## src/rtl/traffic_pkg.sv

```systemverilog
// rtl/traffic_pkg.sv - light encoding shared by the traffic controller and its monitor
package traffic_pkg;

  typedef enum logic [1:0] {
    RED    = 2'b00,
    YELLOW = 2'b01,
    GREEN  = 2'b10
  } light_t;

  localparam logic [1:0] ILLEGAL = 2'b11;

endpackage

```

## src/rtl/light_tracker.sv

```systemverilog
// rtl/light_tracker.sv - per-road history (previous light, dwell run) and unregistered violation flags
module light_tracker
  import traffic_pkg::*;
#(
  parameter int GREEN_MIN  = 3,
  parameter int YELLOW_MIN = 2,
  parameter int CNT_W      = 8
) (
  input  logic       clk,
  input  logic       rst_n,
  input  logic [1:0] cur,
  output logic       seq_bad,
  output logic       dwell_bad,
  output logic       code_bad
);

  localparam logic [CNT_W-1:0] G_MIN     = CNT_W'(GREEN_MIN);
  localparam logic [CNT_W-1:0] Y_MIN     = CNT_W'(YELLOW_MIN);
  localparam logic [CNT_W-1:0] DWELL_MAX = {CNT_W{1'b1}};

  logic [1:0]       prev_q, prev_d;
  logic [CNT_W-1:0] dwell_q, dwell_d;

  always_ff @(posedge clk or negedge rst_n) begin
    if (!rst_n) begin
      prev_q  <= RED;
      dwell_q <= '0;
    end else begin
      prev_q  <= prev_d;
      dwell_q <= dwell_d;
    end
  end

  always_comb begin
    prev_d    = prev_q;
    dwell_d   = dwell_q;
    seq_bad   = 1'b0;
    dwell_bad = 1'b0;
    code_bad  = (cur == ILLEGAL);

    if (cur == prev_q) begin
      dwell_d = (dwell_q == DWELL_MAX) ? dwell_q : dwell_q + 1'b1;
    end else begin
      dwell_d = CNT_W'(1);
      prev_d  = cur;
    end

    // Changes into or out of the illegal code are reported only as code errors.
    if ((cur != prev_q) && (cur != ILLEGAL) && (prev_q != ILLEGAL)) begin
      case (prev_q)
        RED: begin
          seq_bad = (cur == YELLOW);
        end
        GREEN: begin
          seq_bad   = (cur == RED);
          dwell_bad = (cur == YELLOW) && (dwell_q < G_MIN);
        end
        YELLOW: begin
          seq_bad   = (cur == GREEN);
          dwell_bad = (cur == RED) && (dwell_q < Y_MIN);
        end
        default: begin
          seq_bad   = 1'b0;
          dwell_bad = 1'b0;
        end
      endcase
    end
  end

endmodule

```

## src/rtl/traffic_light_monitor.sv

```systemverilog
// rtl/traffic_light_monitor.sv - passive safety/sequencing checker on the la/lb light outputs
module traffic_light_monitor
  import traffic_pkg::*;
#(
  parameter int GREEN_MIN  = 3,
  parameter int YELLOW_MIN = 2,
  parameter int CNT_W      = 8
) (
  input  logic             clk,
  input  logic             reset,
  input  logic             en,
  input  logic             clr,
  input  logic [1:0]       la,
  input  logic [1:0]       lb,
  output logic             err_conflict,
  output logic [1:0]       err_seq,
  output logic [1:0]       err_dwell,
  output logic [1:0]       err_code,
  output logic             err_sticky,
  output logic [CNT_W-1:0] viol_count
);

  localparam logic [CNT_W-1:0] COUNT_MAX = {CNT_W{1'b1}};

  logic [1:0] seq_raw, dwell_raw, code_raw;

  light_tracker #(
    .GREEN_MIN (GREEN_MIN),
    .YELLOW_MIN(YELLOW_MIN),
    .CNT_W     (CNT_W)
  ) u_track_a (
    .clk      (clk),
    .rst_n    (reset),
    .cur      (la),
    .seq_bad  (seq_raw[0]),
    .dwell_bad(dwell_raw[0]),
    .code_bad (code_raw[0])
  );

  light_tracker #(
    .GREEN_MIN (GREEN_MIN),
    .YELLOW_MIN(YELLOW_MIN),
    .CNT_W     (CNT_W)
  ) u_track_b (
    .clk      (clk),
    .rst_n    (reset),
    .cur      (lb),
    .seq_bad  (seq_raw[1]),
    .dwell_bad(dwell_raw[1]),
    .code_bad (code_raw[1])
  );

  logic             conflict_q, conflict_d;
  logic [1:0]       seq_q, seq_d;
  logic [1:0]       dwell_q, dwell_d;
  logic [1:0]       code_q, code_d;
  logic             sticky_q, sticky_d;
  logic [CNT_W-1:0] count_q, count_d;
  logic             any_err;

  always_ff @(posedge clk or negedge reset) begin
    if (!reset) begin
      conflict_q <= 1'b0;
      seq_q      <= '0;
      dwell_q    <= '0;
      code_q     <= '0;
      sticky_q   <= 1'b0;
      count_q    <= '0;
    end else begin
      conflict_q <= conflict_d;
      seq_q      <= seq_d;
      dwell_q    <= dwell_d;
      code_q     <= code_d;
      sticky_q   <= sticky_d;
      count_q    <= count_d;
    end
  end

  always_comb begin
    conflict_d = 1'b0;
    seq_d      = '0;
    dwell_d    = '0;
    code_d     = '0;
    sticky_d   = sticky_q;
    count_d    = count_q;

    if (en) begin
      conflict_d = (la != RED) && (lb != RED);
      seq_d      = seq_raw;
      dwell_d    = dwell_raw;
      code_d     = code_raw;
    end

    any_err = conflict_d | (|seq_d) | (|dwell_d) | (|code_d);

    // A fresh error on a clear edge restarts the count at one rather than zero.
    if (any_err) begin
      sticky_d = 1'b1;
      if (clr) begin
        count_d = CNT_W'(1);
      end else if (count_q != COUNT_MAX) begin
        count_d = count_q + 1'b1;
      end
    end else if (clr && en) begin
      sticky_d = 1'b0;
      count_d  = '0;
    end
  end

  assign err_conflict = conflict_q;
  assign err_seq      = seq_q;
  assign err_dwell    = dwell_q;
  assign err_code     = code_q;
  assign err_sticky   = sticky_q;
  assign viol_count   = count_q;

endmodule

```

## config.mk

```make
export PLATFORM = sky130hd
export DESIGN_NAME = traffic_light_monitor
export DESIGN_NICKNAME = d
export VERILOG_FILES = /design/src/rtl/traffic_pkg.sv /design/src/rtl/light_tracker.sv /design/src/rtl/traffic_light_monitor.sv
export SDC_FILE = /design/constraint.sdc
export NUM_CORES = 1
export LEC_CHECK = 0
export CORE_ASPECT_RATIO = 0.8
export CORE_MARGIN = 4
export CORE_UTILIZATION = 45
export CTS_BUF_LIST = sky130_fd_sc_hd__clkbuf_4
export CTS_CLUSTER_DIAMETER = 30
export CTS_CLUSTER_SIZE = 40
export DETAILED_ROUTE_END_ITERATION = 12
export GPL_TIMING_DRIVEN = 0
export MAX_ROUTING_LAYER = met4
export PLACE_DENSITY = 0.71
export SYNTH_ARGS = -nofsm -noshare
export SYNTH_HDL_FRONTEND = slang
export SYNTH_SLANG_ARGS = --single-unit
export TNS_END_PERCENT = 20
```

## constraint.sdc

```tcl
create_clock -name clk -period 2 [get_ports clk]
set_input_delay 0.2 -clock clk [delete_from_list [all_inputs] [get_ports clk]]
set_output_delay 0.2 -clock clk [all_outputs]
set_load 0.03 [all_outputs]
```

==> results.py, run 1 <==
metrics = {
    "sta": {
        "layout_setup_ws_ns": -0.122,
        "period_minus_slack_ns": 2.12,
        "fmax_ghz": 0.471,
        "setup-violations-final": 8,
        "post-route-period-util_pct": 106,
        "holdWs_ns": 0.475,
        "skew_ns": 0.0152,
        "rsz0062_at_grt": "true",
        "max-slew-margin-rel_pct": 46.5,
        "tightest_slew_ns": 0.802,
        "hold_viol": 0,
        "setup-tns-final_ns": -0.592,
        "drv_slew": 0,
    },
    "pwr": {
        "leakagePower_nw": 1.19,
        "power_density_nw_per_um2": 611,
        "irDropWorstVdd_mv": 0.406,
        "total_power_mw": 1.65,
    },
    "worst_setup_path": {
        "crit_arrival_ns": 2.37,
        "crit_chain": "inv_2 -> ha_4 -> nor4b_4 -> o211ai_1 -> a221o_1 -> nand3_4 -> buf_4 -> a31oi_1 -> a311oi_1",
        "slowest_delay_ns": 0.41,
        "crit_cells": 9,
        "ff2ff_path_depth": 9,
        "critPathCaptureType": "flip-flop",
        "crit_required_ns": 2.25,
        "critPathTopFamily": "compound AO/OA/AOI/OAI gates",
        "path_class": "reg -> reg",
        "start_kind": "flip-flop",
        "rr_endpoint": "viol_count[2]",
        "r2r_slack_ns": -0.12,
        "critPathBufInv": 2,
        "crit_path_max_fanout": 6,
        "critical_path.reg2reg.startpoint": "u_track_b.prev_q[0]",
        "critPathSlowestCell": "dfrtp_1",
    },
    "floorplan": {
        "fp.dieW_microns": 84.2,
        "floorplan.initialDensity_pct": 48.2,
        "row_count": 21,
        "coreArea_sq_um": 4340,
        "fp.dieArea_sq_um": 5800,
        "num_io_pins": 24,
        "die-height_microns": 69.0,
    },
    "clock_tree": {
        "clock_latency_ns": 0.34,
        "cts_tree": "done",
        "clock-sinks": 36,
        "clkSlewWorstSetupHoldPaths_ns": 0.12,
        "htreeDepth": 2,
        "cts_root_buf": "clkbuf_4",
        "ctsLongestPathBuffers": 2,
        "cts_buffers": 5,
    },
    "logic_synthesis": {
        "synth-edff-count": 0,
        "synth_fp_nets": 224,
        "ys_types": 49,
        "synth_cells": 205,
        "synth_ff_type": "dfrtp_1",
        "synth_warnings": 0,
        "async_flop_share_pct": 100,
        "syn-cell-area_sq_um": 2090,
        "synth_area_per_cell_sq_um": 10.2,
        "yosysSeqAreaShare_pct": 43.1,
        "ys_ff_latch": 36,
    },
    "routing": {
        "ant_nets": 0,
        "num_vias": 1691,
        "drc": 0,
        "wl_met1_microns": 2180,
        "dr_wl_met2_microns": 2140,
        "wirelength_microns": 4550,
        "wl_met3_microns": 185,
        "first_iter_violations": 73,
        "wl_per_cell_microns": 14.6,
        "viasPerCell": 5.42,
        "dr.pass1.iters": 4,
        "highest_layer": "met4",
    },
    "cells_and_area": {
        "area_growth_pct": 29.5,
        "design_area_sq_um": 2710,
        "finalNonFillerCells": 312,
        "antenna_cells": 0,
        "final_util_pct": 62.4,
        "layout.nets": 273,
        "drive_gt1_share_pct": 23.9,
    },
    "outcome": {
        "status": "complete, but fails checks",
        "violations": "negative setup slack",
    },
    "place": {
        "numPlacedInstances": 285,
        "placed_area_sq_um": 2390,
        "port_buffers": 23,
        "dp_hpwl_microns": 2900,
        "post-place-ws_ns": -0.331,
        "gp_congestion": 0.820,
    },
    "global_route": {
        "track_usage_pct": 16.4,
        "grt_overflow_total": 0,
        "grt_pass1_wl_microns": 7230,
        "grt_max_degree": 37,
        "grt_pass1_vias": 1554,
        "grt_antenna_before_repair": 0,
    },
    "run": {
        "max_cap_violations": 0,
    },
    "worst_hold_path": {
        "holdCritPathClass": "in -> async",
    },
}
==> area by class of cell <==
class / instances / area (sq um)
timing repair buffer: 42 / 378
tap: 57 / 71.3
fill: 347 / 1630
sequential: 36 / 903
buffer: 13 / 77.6
multi-input combinational: 149 / 1190
clock inverter: 1 / 5.00
inverter: 7 / 26.3
clock buffer: 7 / 52.6
==> state kept, by name (all words and copies together) (netlist names), 2 cells and up <==
name,cells
u_track_a.prev_q,2
u_track_a.dwell_q,8
u_track_b.prev_q,2
err_dwell,2
viol_count,8
u_track_b.dwell_q,8
err_code,2
err_seq,2
==> power breakdown <==
part / total (mW) / switching [mW] / internal, mW
Combinational: 0.443 / 0.227 / 0.216
Clock: 0.395 / 0.231 / 0.164
Sequential: 0.816 / 0.0466 / 0.770
Total: 1.65 / 0.504 / 1.15
==> placed cells by master, fill, tap and decap left out, types with 4 or more instances in the layout <==
master            n
nand4_1           5
nand2b_1          5
inv_2             4
buf_4            17
nand2_1           9
clkbuf_4          7
nand3_1          12
and3_1           11
xor2_1            4
o21ai_0           4
clkbuf_1          6
a21o_1            7
mux2i_1           5
dfrtp_1          34
nor2_1           18
ha_2              4
buf_6             5
xnor2_1           7
clkdlybuf4s50_1  22
a21oi_1           4
ha_1              6
==> worst reg2reg max path, delay by kind of cell (launching register included) <==
kind | cells | cell delay, ns
fa+ha+maj | 1 | 0.26
buf+inv | 2 | 0.20
simple gates | 2 | 0.32
flops | 1 | 0.41
compound gates | 4 | 0.85
==> Yosys cell counts (3+ instances only) <==
cell | number | area [sq um]
a21oi_1 | 4 | 20.0
buf_6 | 3 | 33.8
ha_1 | 11 | 138
clkbuf_1 | 6 | 22.5
nand3_1 | 12 | 60.1
nand2b_1 | 5 | 31.3
mux2i_1 | 5 | 50.1
a31oi_1 | 4 | 25.0
nand4_1 | 5 | 31.3
o21ai_0 | 4 | 20.0
inv_1 | 7 | 26.3
xnor2_1 | 7 | 61.3
nand2_1 | 9 | 33.8
nor2_1 | 18 | 67.6
xor2_1 | 4 | 35.0
a211oi_1 | 3 | 22.5
and3_1 | 12 | 75.1
dfrtp_1 | 36 | 901
a21o_1 | 7 | 52.6
nor3b_1 | 3 | 22.5
==> cell families (layout without fill, tap and decap cells) <==
logic type	count (synthesis)	count (layout)	share of synthesized area, %
compound gates	39	39	14.2
simple gates	82	82	23.7
buf+inv	20	70	4.97
mux	5	5	2.40
xor+xnor	11	11	4.61
fa+ha+maj	12	12	7.07
flops	36	36	43.1
==> what timing repair did <==
item,CTS,global route
cloned,1,0
resized for setup,10,15
hold endpoints to repair,36,0
hold buffers,1,0
pin swaps,10,6
setup endpoints to repair,9,9
buffers inserted,12,5
==> layer usage <==
metal  vias up  global-route usage [%]
met5         -                       -
met4         0                    4.82
li1        842                       -
met3         4                    5.70
met1       820                    20.4
met2        25                    25.8
==> how the worst max path moves through the flow <==
stage,start,to,slack [ns]
6_report,u_track_b.prev_q[0],viol_count[2],-0.12
5_1_grt,u_track_b.prev_q[0],viol_count[2],-0.25
3_3_place_gp,la[1],viol_count[5],-0.31
4_1_cts,u_track_b.prev_q[0],viol_count[0],-0.05
2_1_floorplan,viol_count[1],viol_count[3],-0.009
3_5_place_dp,la[1],viol_count[3],-0.33
(Power assumes the default switching activity.)
==> run 2: changes to the inputs <==
--- a/config.mk
+++ b/config.mk
@@ -14,7 +14,7 @@
 export DETAILED_ROUTE_END_ITERATION = 12
 export GPL_TIMING_DRIVEN = 0
 export MAX_ROUTING_LAYER = met4
-export PLACE_DENSITY = 0.71
+export PLACE_DENSITY_LB_ADDON = 0.15
 export SYNTH_ARGS = -nofsm -noshare
 export SYNTH_HDL_FRONTEND = slang
 export SYNTH_SLANG_ARGS = --single-unit
==> results.py, run 2 (synthesis results as in run 1) <==
metrics = {
    "sta": {
        "fmax_ghz": 0.467,
        "layout_setup_ws_ns": -0.144,
        "setup-tns-final_ns": -0.495,
        "post-route-period-util_pct": 107,
        "rsz0062_at_grt": "true",
        "hold_viol": 0,
        "tightest_slew_ns": 0.796,
        "skew_ns": 0.00387,
        "holdWs_ns": 0.468,
        "period_minus_slack_ns": 2.14,
        "setup-violations-final": 8,
        "max-slew-margin-rel_pct": 46.9,
        "drv_slew": 0,
    },
    "worst_setup_path": {
        "crit_chain": "inv_2 -> ha_4 -> nor4b_4 -> o211ai_1 -> a221o_1 -> nand3_4 -> buf_6 -> a31oi_1 -> a211oi_1",
        "critPathTopFamily": "compound AO/OA/AOI/OAI gates",
        "r2r_slack_ns": -0.14,
        "ff2ff_path_depth": 9,
        "critPathCaptureType": "flip-flop",
        "rr_endpoint": "viol_count[4]",
        "path_class": "reg -> reg",
        "critPathSlowestCell": "dfrtp_1",
        "critPathBufInv": 2,
        "crit_arrival_ns": 2.39,
        "crit_required_ns": 2.24,
        "crit_path_max_fanout": 6,
        "critical_path.reg2reg.startpoint": "u_track_b.prev_q[0]",
        "start_kind": "flip-flop",
        "slowest_delay_ns": 0.41,
    },
    "clock_tree": {
        "htreeDepth": 2,
        "clkSlewWorstSetupHoldPaths_ns": 0.11,
        "clock_latency_ns": 0.34,
        "cts_buffers": 5,
        "ctsLongestPathBuffers": 2,
        "cts_tree": "done",
        "clock-sinks": 36,
        "cts_root_buf": "clkbuf_4",
    },
    "outcome": {
        "violations": "negative setup slack",
        "status": "complete, but fails checks",
    },
    "pwr": {
        "total_power_mw": 1.64,
        "power_switching_mw": 0.510,
        "power_density_nw_per_um2": 624,
        "leakagePower_nw": 1.16,
        "seqPwrFrac_pct": 49.7,
        "switching_share_pct": 31.1,
        "irDropWorstVdd_mv": 0.438,
        "combPwrFrac_pct": 25.1,
        "clkPwrFrac_pct": 25.1,
        "p_int_mw": 1.13,
    },
    "global_route": {
        "grt_overflow_total": 0,
        "grt_pass1_wl_microns": 7610,
        "grt_max_degree": 37,
        "track_usage_pct": 17.4,
        "grt_antenna_before_repair": 0,
        "grt_pass1_vias": 1594,
    },
    "floorplan": {
        "floorplan.initialDensity_pct": 48.2,
        "fp.dieW_microns": 84.2,
        "row_count": 21,
        "num_io_pins": 24,
        "coreArea_sq_um": 4340,
        "fp.dieArea_sq_um": 5800,
        "die-height_microns": 69.0,
    },
    "routing": {
        "wl_per_cell_microns": 14.5,
        "wirelength_microns": 4430,
        "viasPerCell": 5.40,
        "ant_nets": 0,
        "dr.pass1.iters": 4,
        "first_iter_violations": 73,
        "drc": 0,
        "num_vias": 1646,
    },
    "cells_and_area": {
        "drive_gt1_share_pct": 19.8,
        "design_area_sq_um": 2630,
        "fillers": 382,
        "layout.nets": 266,
        "final_common_cell": "dfrtp_1",
        "antenna_cells": 0,
        "most-common-layout-cells": "dfrtp_1 (35), clkdlybuf4s50_1 (22), nor2_1 (18), and3_1 (12), nand3_1 (12)",
        "area_growth_pct": 25.9,
    },
    "place": {
        "gp_congestion": 0.772,
        "dp_hpwl_microns": 2920,
        "port_buffers": 23,
        "placed_area_sq_um": 2390,
    },
    "worst_hold_path": {
        "holdCritPathClass": "in -> async",
    },
    "run": {
        "max_cap_violations": 0,
    },
}
## run 2: how the worst max path moves through the flow
| stage | from | to | slack, ns | cells after the start |
|---|---|---|---|---|
| after global routing | u_track_b.prev_q[0] | viol_count[4] | -0.31 | 9 |
| after floorplan | viol_count[1] | viol_count[3] | -0.009 | 8 |
| after CTS | u_track_b.prev_q[0] | viol_count[4] | -0.09 | 9 |
| final | u_track_b.prev_q[0] | viol_count[4] | -0.14 | 9 |
| after global placement | la[1] | viol_count[5] | -0.30 | 9 |
| after detailed placement | la[1] | viol_count[4] | -0.31 | 9 |
## run 2: final cells by class
type / count / area (sq um) / share of cell area (%)
Tap cell: 57 / 71.3 / 2.71
Clock inverter: 1 / 3.75 / 0.143
Timing Repair Buffer: 35 / 330 / 12.6
Inverter: 7 / 26.3 / 0.999
Sequential cell: 36 / 902 / 34.3
Buffer: 13 / 77.6 / 2.95
Clock buffer: 7 / 52.6 / 2.00
Multi-Input combinational cell: 149 / 1170 / 44.4
## run 2: per-layer routing
metal	track usage, %	part of all wire (%)	up-vias
met2	27.8	46	22
met1	21.8	49	792
met3	3.80	3.4	7
met5	-	0	-
li1	-	-	825
met4	7.63	1.5	0
## run 2: power groups by stage
stage | Sequential, mW | Combinational, mW | Clock, mW
after floorplan | 0.875 | 0.180 | 0
after global placement | 0.834 | 0.345 | 0
after detailed placement | 0.836 | 0.348 | 0
after CTS | 0.819 | 0.377 | 0.430
after global routing | 0.823 | 0.454 | 0.462
final | 0.817 | 0.413 | 0.413
## run 2: metrics by stage
stage | worst slack [ns] | utilization [%] | instances
floorplan | -0.00896 | - | 205
global placement | -0.304 | 55.3 | 285
detailed placement | -0.310 | 55.2 | 285
CTS | -0.0920 | 59.1 | 302
global route | -0.308 | 60.7 | 305
finish | -0.144 | 60.7 | 305
## run 2: repair_timing
item	4_1_cts	5_1_grt
cloned	1	0
pin swaps	9	8
hold buffers	1	0
setup endpoints to repair	9	9
endpoints found under the hold margin	36	0
setup buffers	7	3
resized for setup	9	12
==> run 3: changes to the inputs <==
--- a/config.mk
+++ b/config.mk
@@ -5,9 +5,11 @@
 export SDC_FILE = /design/constraint.sdc
 export NUM_CORES = 1
 export LEC_CHECK = 0
+export CELL_PAD_IN_SITES_DETAIL_PLACEMENT = 0
+export CELL_PAD_IN_SITES_GLOBAL_PLACEMENT = 1
 export CORE_ASPECT_RATIO = 0.8
 export CORE_MARGIN = 4
-export CORE_UTILIZATION = 45
+export CORE_UTILIZATION = 41
 export CTS_BUF_LIST = sky130_fd_sc_hd__clkbuf_4
 export CTS_CLUSTER_DIAMETER = 30
 export CTS_CLUSTER_SIZE = 40
==> results.py, run 3 (synthesis results as in run 1) <==
metrics = {
    "outcome": {
        "status": "complete, but fails checks",
        "violations": "negative setup slack",
    },
    "clock_tree": {
        "htreeDepth": 2,
        "cts_root_buf": "clkbuf_4",
        "clkSlewWorstSetupHoldPaths_ns": 0.12,
        "clock_latency_ns": 0.34,
        "cts_tree": "done",
        "clock-sinks": 36,
        "ctsLongestPathBuffers": 2,
        "cts_buffers": 5,
    },
    "sta": {
        "drv_slew": 0,
        "holdWs_ns": 0.461,
        "max-slew-margin-rel_pct": 46.3,
        "skew_ns": 0.0138,
        "period_minus_slack_ns": 2.09,
        "fmax_ghz": 0.479,
        "tightest_slew_ns": 0.805,
        "setup-violations-final": 9,
        "hold_viol": 0,
        "rsz0062_at_grt": "true",
        "layout_setup_ws_ns": -0.0874,
        "post-route-period-util_pct": 104,
    },
    "routing": {
        "wirelength_microns": 4750,
        "first_iter_violations": 56,
        "drc": 0,
        "wl_per_cell_microns": 15.1,
        "num_vias": 1725,
        "ant_nets": 0,
        "dr.pass1.iters": 4,
        "viasPerCell": 5.48,
    },
    "worst_setup_path": {
        "crit_arrival_ns": 2.34,
        "critPathTopFamily": "compound AO/OA/AOI/OAI gates",
        "crit_cells": 8,
        "slowest_delay_ns": 0.45,
        "critPathBufInv": 1,
        "start_kind": "flip-flop",
        "critPathCaptureType": "flip-flop",
        "crit_required_ns": 2.25,
        "critPathSlowestCell": "dfrtp_2",
        "crit_path_max_fanout": 6,
        "crit_chain": "buf_6 -> ha_2 -> and3b_1 -> o211ai_1 -> a221o_1 -> nand3_4 -> and2_4 -> a311oi_2",
        "path_class": "reg -> reg",
        "ff2ff_path_depth": 8,
    },
    "global_route": {
        "grt_overflow_total": 0,
        "grt_pass1_vias": 1712,
        "track_usage_pct": 16.8,
        "grt_antenna_before_repair": 0,
        "grt_max_degree": 37,
        "grt_pass1_wl_microns": 8070,
    },
    "place": {
        "dp_hpwl_microns": 3230,
        "gp_congestion": 0.781,
        "port_buffers": 23,
        "post-place-ws_ns": -0.282,
    },
    "pwr": {
        "leakagePower_nw": 1.19,
        "total_power_mw": 1.66,
        "irDropWorstVdd_mv": 0.385,
        "power_density_nw_per_um2": 617,
    },
    "floorplan": {
        "coreArea_sq_um": 4760,
        "num_io_pins": 24,
        "fp.dieW_microns": 87.8,
        "fp.dieArea_sq_um": 6310,
        "row_count": 22,
        "floorplan.initialDensity_pct": 43.9,
        "die-height_microns": 71.9,
    },
    "run": {
        "max_cap_violations": 0,
    },
    "cells_and_area": {
        "layout.nets": 273,
        "final_util_pct": 56.6,
        "antenna_cells": 0,
        "final_common_cell": "dfrtp_1",
        "drive_gt1_share_pct": 22.4,
        "area_growth_pct": 29.0,
        "most-common-layout-cells": "dfrtp_1 (34), clkdlybuf4s50_1 (22), nor2_1 (17), buf_4 (16)",
    },
    "worst_hold_path": {
        "holdCritPathClass": "in -> async",
    },
}
run 3: what timing repair did:
action                     in CTS  in global routing
gates resized for setup        18                  4
hold buffers                    1                  0
pin swaps                       9                  2
setup buffers                  14                  3
cloned                          1                  0
setup endpoints to repair       9                 10
hold endpoints to repair       36                  0
run 3: worst register-to-register path, stage by stage, from the launching register on:
cell and delay [ns]:
dfrtp_2 0.45, buf_6 0.13, ha_2 0.17, and3b_1 0.16
o211ai_1 0.24, a221o_1 0.29, nand3_4 0.13, and2_4 0.18
a311oi_2 0.25
run 3: area by class of cell:
type                       instances  area [sq um]
fill                             412          2070
multi-input combinational        149          1170
sequential                        36           903
timing repair buffer              42           382
buffer                            13          77.6
tap                               60          75.1
clock buffer                       7          52.6
inverter                           7          26.3
clock inverter                     1          5.00
run 3: metrics by stage:
stage | cell area, sq um | TNS (ns) | cells
3_3_place_gp | 2400 | -4.91 | 288
6_report | 2700 | -0.485 | 315
5_1_grt | 2700 | -1.38 | 315
4_1_cts | 2650 | -0.357 | 312
2_1_floorplan | 2100 | -0.00896 | 205
3_5_place_dp | 2400 | -1.82 | 288
run 3: per-layer routing:
metal,wire length [microns],GRT usage (%),up-vias
li1,-,-,839
met1,2290,21.7,833
met2,2160,25.8,40
met3,218,3.79,13
met4,81,6.13,0
met5,0,-,-
run 3: final timing paths:
| kind | from | end | slack, ns |
|---|---|---|---|
| max in group asynchronous | reset | viol_count[0] | 0.99 |
| min in group clk | err_sticky | err_sticky | 0.49 |
| setup / recovery | u_track_b.prev_q[1] | viol_count[3] | -0.09 |
| setup reg to reg | u_track_b.prev_q[1] | viol_count[3] | -0.09 |
| hold / removal | reset | u_track_b.prev_q[1] | 0.46 |
| hold reg to reg | err_sticky | err_sticky | 0.49 |
run 3: report_power, final:
part | switching [mW] | total, mW | internal [mW]
registers | 0.0418 | 0.812 | 0.770
logic | 0.233 | 0.443 | 0.210
clock network | 0.246 | 0.411 | 0.164
